==> src/rtl/aes_round_ctrl.sv <==
// Iterative AES round sequencer: owns the 128-bit state and round counter, time-sharing one external round datapath.
// Optional build macro AES_ROUND_CTRL_ABORT_EN adds an abort input that returns the FSM to IDLE.
module aes_round_ctrl #(
  parameter int NR    = 10,
  parameter int CNT_W = 16
) (
  input  logic             clk,
  input  logic             rst_n,
  input  logic             in_valid,
  output logic             in_ready,
  input  logic [127:0]     in_block,
  output logic             out_valid,
  input  logic             out_ready,
  output logic [127:0]     out_block,
  output logic [3:0]       rk_addr,
  input  logic [127:0]     rk_data,
  output logic [127:0]     dp_in,
  output logic             dp_final,
  input  logic [127:0]     dp_out,
  output logic             busy,
`ifdef AES_ROUND_CTRL_ABORT_EN
  input  logic             abort,
`endif
  output logic [CNT_W-1:0] blk_cnt
);

  typedef enum logic [1:0] {IDLE, ADDKEY, ROUND, DONE} fsm_e;

  localparam logic [3:0] LAST_RND = 4'(NR);

  fsm_e             fsm_q;
  logic [127:0]     state_q;
  logic [3:0]       rnd_q;
  logic [CNT_W-1:0] cnt_q;
  logic             abort_hit;

`ifdef AES_ROUND_CTRL_ABORT_EN
  assign abort_hit = abort;
`else
  assign abort_hit = 1'b0;
`endif

  // Abort only matters once a block is in flight; in IDLE a new block may still be accepted.
  always_ff @(posedge clk or negedge rst_n) begin
    if (!rst_n) begin
      fsm_q   <= IDLE;
      state_q <= '0;
      rnd_q   <= '0;
      cnt_q   <= '0;
    end else begin
      case (fsm_q)
        IDLE: begin
          if (in_valid) begin
            state_q <= in_block;
            rnd_q   <= '0;
            fsm_q   <= ADDKEY;
          end
        end
        ADDKEY: begin
          if (abort_hit) begin
            rnd_q <= '0;
            fsm_q <= IDLE;
          end else begin
            state_q <= state_q ^ rk_data;
            rnd_q   <= 4'd1;
            fsm_q   <= ROUND;
          end
        end
        ROUND: begin
          if (abort_hit) begin
            rnd_q <= '0;
            fsm_q <= IDLE;
          end else begin
            state_q <= dp_out ^ rk_data;
            if (rnd_q == LAST_RND) begin
              fsm_q <= DONE;
            end else begin
              rnd_q <= rnd_q + 4'd1;
            end
          end
        end
        DONE: begin
          if (abort_hit) begin
            rnd_q <= '0;
            fsm_q <= IDLE;
          end else if (out_ready) begin
            cnt_q <= cnt_q + CNT_W'(1);
            fsm_q <= IDLE;
          end
        end
        default: fsm_q <= IDLE;
      endcase
    end
  end

  // Outputs are pure decodes of registered state so they settle with reset and never glitch on inputs.
  assign in_ready  = (fsm_q == IDLE);
  assign out_valid = (fsm_q == DONE);
  assign busy      = (fsm_q == ADDKEY) || (fsm_q == ROUND);
  assign rk_addr   = (fsm_q == ROUND) ? rnd_q : 4'd0;
  assign dp_final  = (fsm_q == ROUND) && (rnd_q == LAST_RND);
  assign dp_in     = state_q;
  assign out_block = state_q;
  assign blk_cnt   = cnt_q;

endmodule

==> config.mk <==
export PLATFORM = sky130hd
export DESIGN_NAME = aes_round_ctrl
export DESIGN_NICKNAME = d
export VERILOG_FILES = /design/src/rtl/aes_round_ctrl.sv
export SDC_FILE = /design/constraint.sdc
export NUM_CORES = 1
export LEC_CHECK = 0
export BUFFER_PORTS_ARGS = -buffer_cell sky130_fd_sc_hd__buf_2
export CAP_MARGIN = 20
export CORE_AREA = 2 2 263 265
export CTS_BUF_LIST = sky130_fd_sc_hd__clkbuf_16
export DETAILED_ROUTE_END_ITERATION = 8
export DIE_AREA = 0 0 265 267
export HOLD_SLACK_MARGIN = 0.03
export REMOVE_ABC_BUFFERS = 1
export SLEW_MARGIN = 20
export SYNTH_ARGS = -nofsm -noshare
export SYNTH_HDL_FRONTEND = slang
export SYNTH_SLANG_ARGS = --single-unit
==> constraint.sdc <==
create_clock -name clk -period 1.76 [get_ports clk]
set_clock_uncertainty 0.05 [all_clocks]
set_input_delay 0.176 -clock clk [delete_from_list [all_inputs] [get_ports clk]]
set_output_delay 0.176 -clock clk [all_outputs]
set_load 0.01 [all_outputs]
==> impl_metrics.ini <==
[clocking]
cts-root-buf = clkbuf_16
cts.htree.levels = 4
cts.sinks = 150
clock_latency_ns = 0.47
clk_pin_slew_ns = 0.07
clk_path_buf_depth = 2
tritoncts = built
cts_buffers = 17

[worst_setup_path]
slowest_stage = dfrtp_1
endpoint_kind = flip-flop
critPathMostFrequentCell = mux2i_1
worst_path_largest_cell_delay_ns = 0.39
crit_family = buffers and inverters
arrival_ns = 2.24
critPathRequiredTime_ns = 2.10
cp_cell_sequence = inv_2 > ha_4 > buf_12 > buf_16 > buf_6 > mux2i_1 > xnor2_1 > mux2i_1 > a21oi_1
path_buf_inv = 4
critPathMaxFanout = 13
path_class = flip-flop to flip-flop
startpoint_type = flip-flop

[timing]
report.final.slew_viol_count = 0
relSlewSlack = 0.607
hold_ws_ns = 0.0872
timing.final.ws_setup_ns = -0.146
fin_tns_setup_ns = -9.18
finalCritPeriodShare = 1.08
clock.fmax_ghz = 0.525
finalCriticalPeriod_ns = 1.91
worstMarginPinSlew_ns = 0.590
setup_viol = 132
rsz0062_at_grt = true
final_hold_viol_count = 0

[drt]
finalWirelength_um = 41100
via_per_inst = 3.86
first_pass_iters = 4
drc = 0
drt_iter0_drc = 391
ant_nets = 0
wl_per_cell_um = 14.7
vias = 10800

[floorplanning]
start_util = 0.154
die_h_um = 267
die_w_um = 265
ios = 668
dieArea_mm2 = 0.0708
row_count = 96
core_mm2 = 0.0680

[global_route]
grt_pass1_wl_um = 58500
grt_usage = 0.107
grt-ovfl-total = 0
grt_antenna_before_repair = 0
grt_pass1_vias = 10700
grt_max_degree = 58

[layout]
fin_util = 0.269
finalInstanceArea_mm2 = 0.0183
area_growth_pct = 74.3
antenna_cells = 0
fin_nets = 2301
drive_gt1_frac = 0.474

[yosys]
synth_cell_types = 38
ys_top_cells_by_count = mux2i_1 (257), dfrtp_1 (150), xnor2_1 (138), buf_4 (133), nor2_1 (131)
synth.most_common_cell = mux2i_1
syn_area_per_cell_um2 = 9.92
syn_area_mm2 = 0.0105
synthFlopType = dfrtp_1
synth.area.top_cells = dfrtp_1 (36%), mux2i_1 (25%), xnor2_1 (12%)
synth-edff-count = 0
yosys_warnings = 0
ys_seq_area_frac = 0.358
synth_top_cell_by_area = dfrtp_1
ys_ff_latch = 150
async_reset_ff_frac = 1.00
synth_top_area_frac = 0.358
synth_cells = 1057

[placed_design]
port_buffers = 667
dpl.hpwl_um = 28400
globalplace.congestion = 0.793
place_area_mm2 = 0.0146

[power_and_ir_drop]
peakVddDrop_mv = 0.889
p_per_area_mw_per_mm2 = 1880
leakagePower_nw = 8.54

[hold_path]
hold_path_class = input pin to flip-flop

[outcome]
violations = negative setup slack
status = finished, violations left

[run]
cap_violations = 0
[path summary, 6_finish.rpt]
check | from | endpoint | slack (ns) | cells past startpoint
max in group asynchronous | rst_n | dp_in[77] | 0.86 | 3
hold / removal | rk_data[125] | dp_in[125] | 0.09 | 4
hold reg to reg | blk_cnt[15] | blk_cnt[15] | 0.43 | 1
setup / recovery | fsm_q[0] | dp_in[25] | -0.15 | 9
min in group asynchronous | rst_n | dp_in[1] | 0.16 | 2
setup reg to reg | fsm_q[0] | dp_in[25] | -0.15 | 9
[cell families after synthesis]
| group | after synthesis | share of synthesized area |
|---|---|---|
| DFF | 150 | 0.358 |
| adders and majority gates | 8 | 0.00954 |
| xor gates and xnor gates | 143 | 0.119 |
| and+or+nand+nor | 169 | 0.0705 |
| muxes | 258 | 0.246 |
| buffers and inverters | 191 | 0.129 |
| AOI/OAI and AO/OA | 138 | 0.0678 |
[state kept, by name (all words and copies together) (netlist names)]
signal,count
rnd_q,4
dp_in,128
fsm_q,2
blk_cnt,16
[worst reg2reg max path, delay by kind of cell (launching register included)]
kind	cells	cell delay [ns]
adders and majority gates	1	0.15
muxes	2	0.36
AOI/OAI and AO/OA	1	0.14
xor gates and xnor gates	1	0.15
DFF	1	0.39
buffers and inverters	4	0.57
[per-layer routing]
layer	vias to the layer above	track usage	part of all wire
met3	82	0.0281	0.067
met1	5093	0.118	0.39
li1	5176	-	-
met4	0	0.0531	0.040
met5	-	0	0
met2	461	0.190	0.50
[cell type report]
class	instances	area, um2
Tap cell	882	1100
Clock inverter	15	105
Fill cell	7034	49700
Clock buffer	17	425
Inverter	5	21.3
Timing Repair Buffer	1015	6990
Multi-Input combinational cell	716	5870
Sequential cell	150	3760
[per-stage QoR]
step | setup WS [ns] | cells | power [mW]
6_report | -0.146 | 2800 | 34.3
5_1_grt | -0.233 | 2800 | 36.8
4_1_cts | -0.171 | 2793 | 33.0
3_5_place_dp | -0.143 | 2518 | 27.6
3_3_place_gp | -0.103 | 2518 | 27.3
2_1_floorplan | -4.32 | 871 | 14.9
[where the power goes]
part	internal (mW)	leakage, nW	total (mW)	switching (mW)
clock network	1.80	0.255	3.47	1.67
logic	12.3	6.55	23.6	11.3
registers	5.20	1.74	7.31	2.11
total	19.3	8.54	34.3	15.1
[layout by cell type, fill, tap and decap left out, types with 3 or more instances in the layout]
cell / instances
inv_1: 3
buf_16: 6
xnor2_1: 133
buf_2: 661
mux2i_2: 42
clkinvlp_4: 4
and4_1: 3
nor2_1: 126
clkbuf_16: 19
and2_1: 3
buf_4: 79
mux2i_4: 13
dfrtp_1: 148
xnor2_2: 5
buf_12: 14
xor2_1: 5
mux2i_1: 202
inv_6: 3
clkinv_4: 3
buf_6: 25
ha_4: 4
clkinv_2: 3
ha_1: 4
nand2_1: 6
nand3_1: 6
dlygate4sd3_1: 225
a21oi_1: 129
nor2_2: 4
[what timing repair did]
action,CTS,global route
endpoints found under the hold margin,279,0
pin swaps,13,10
resized for setup,51,91
hold buffers,225,0
setup endpoints to repair,138,142
cloned,3,3
setup buffers,15,5
Power figures use the tool's default switching activity.
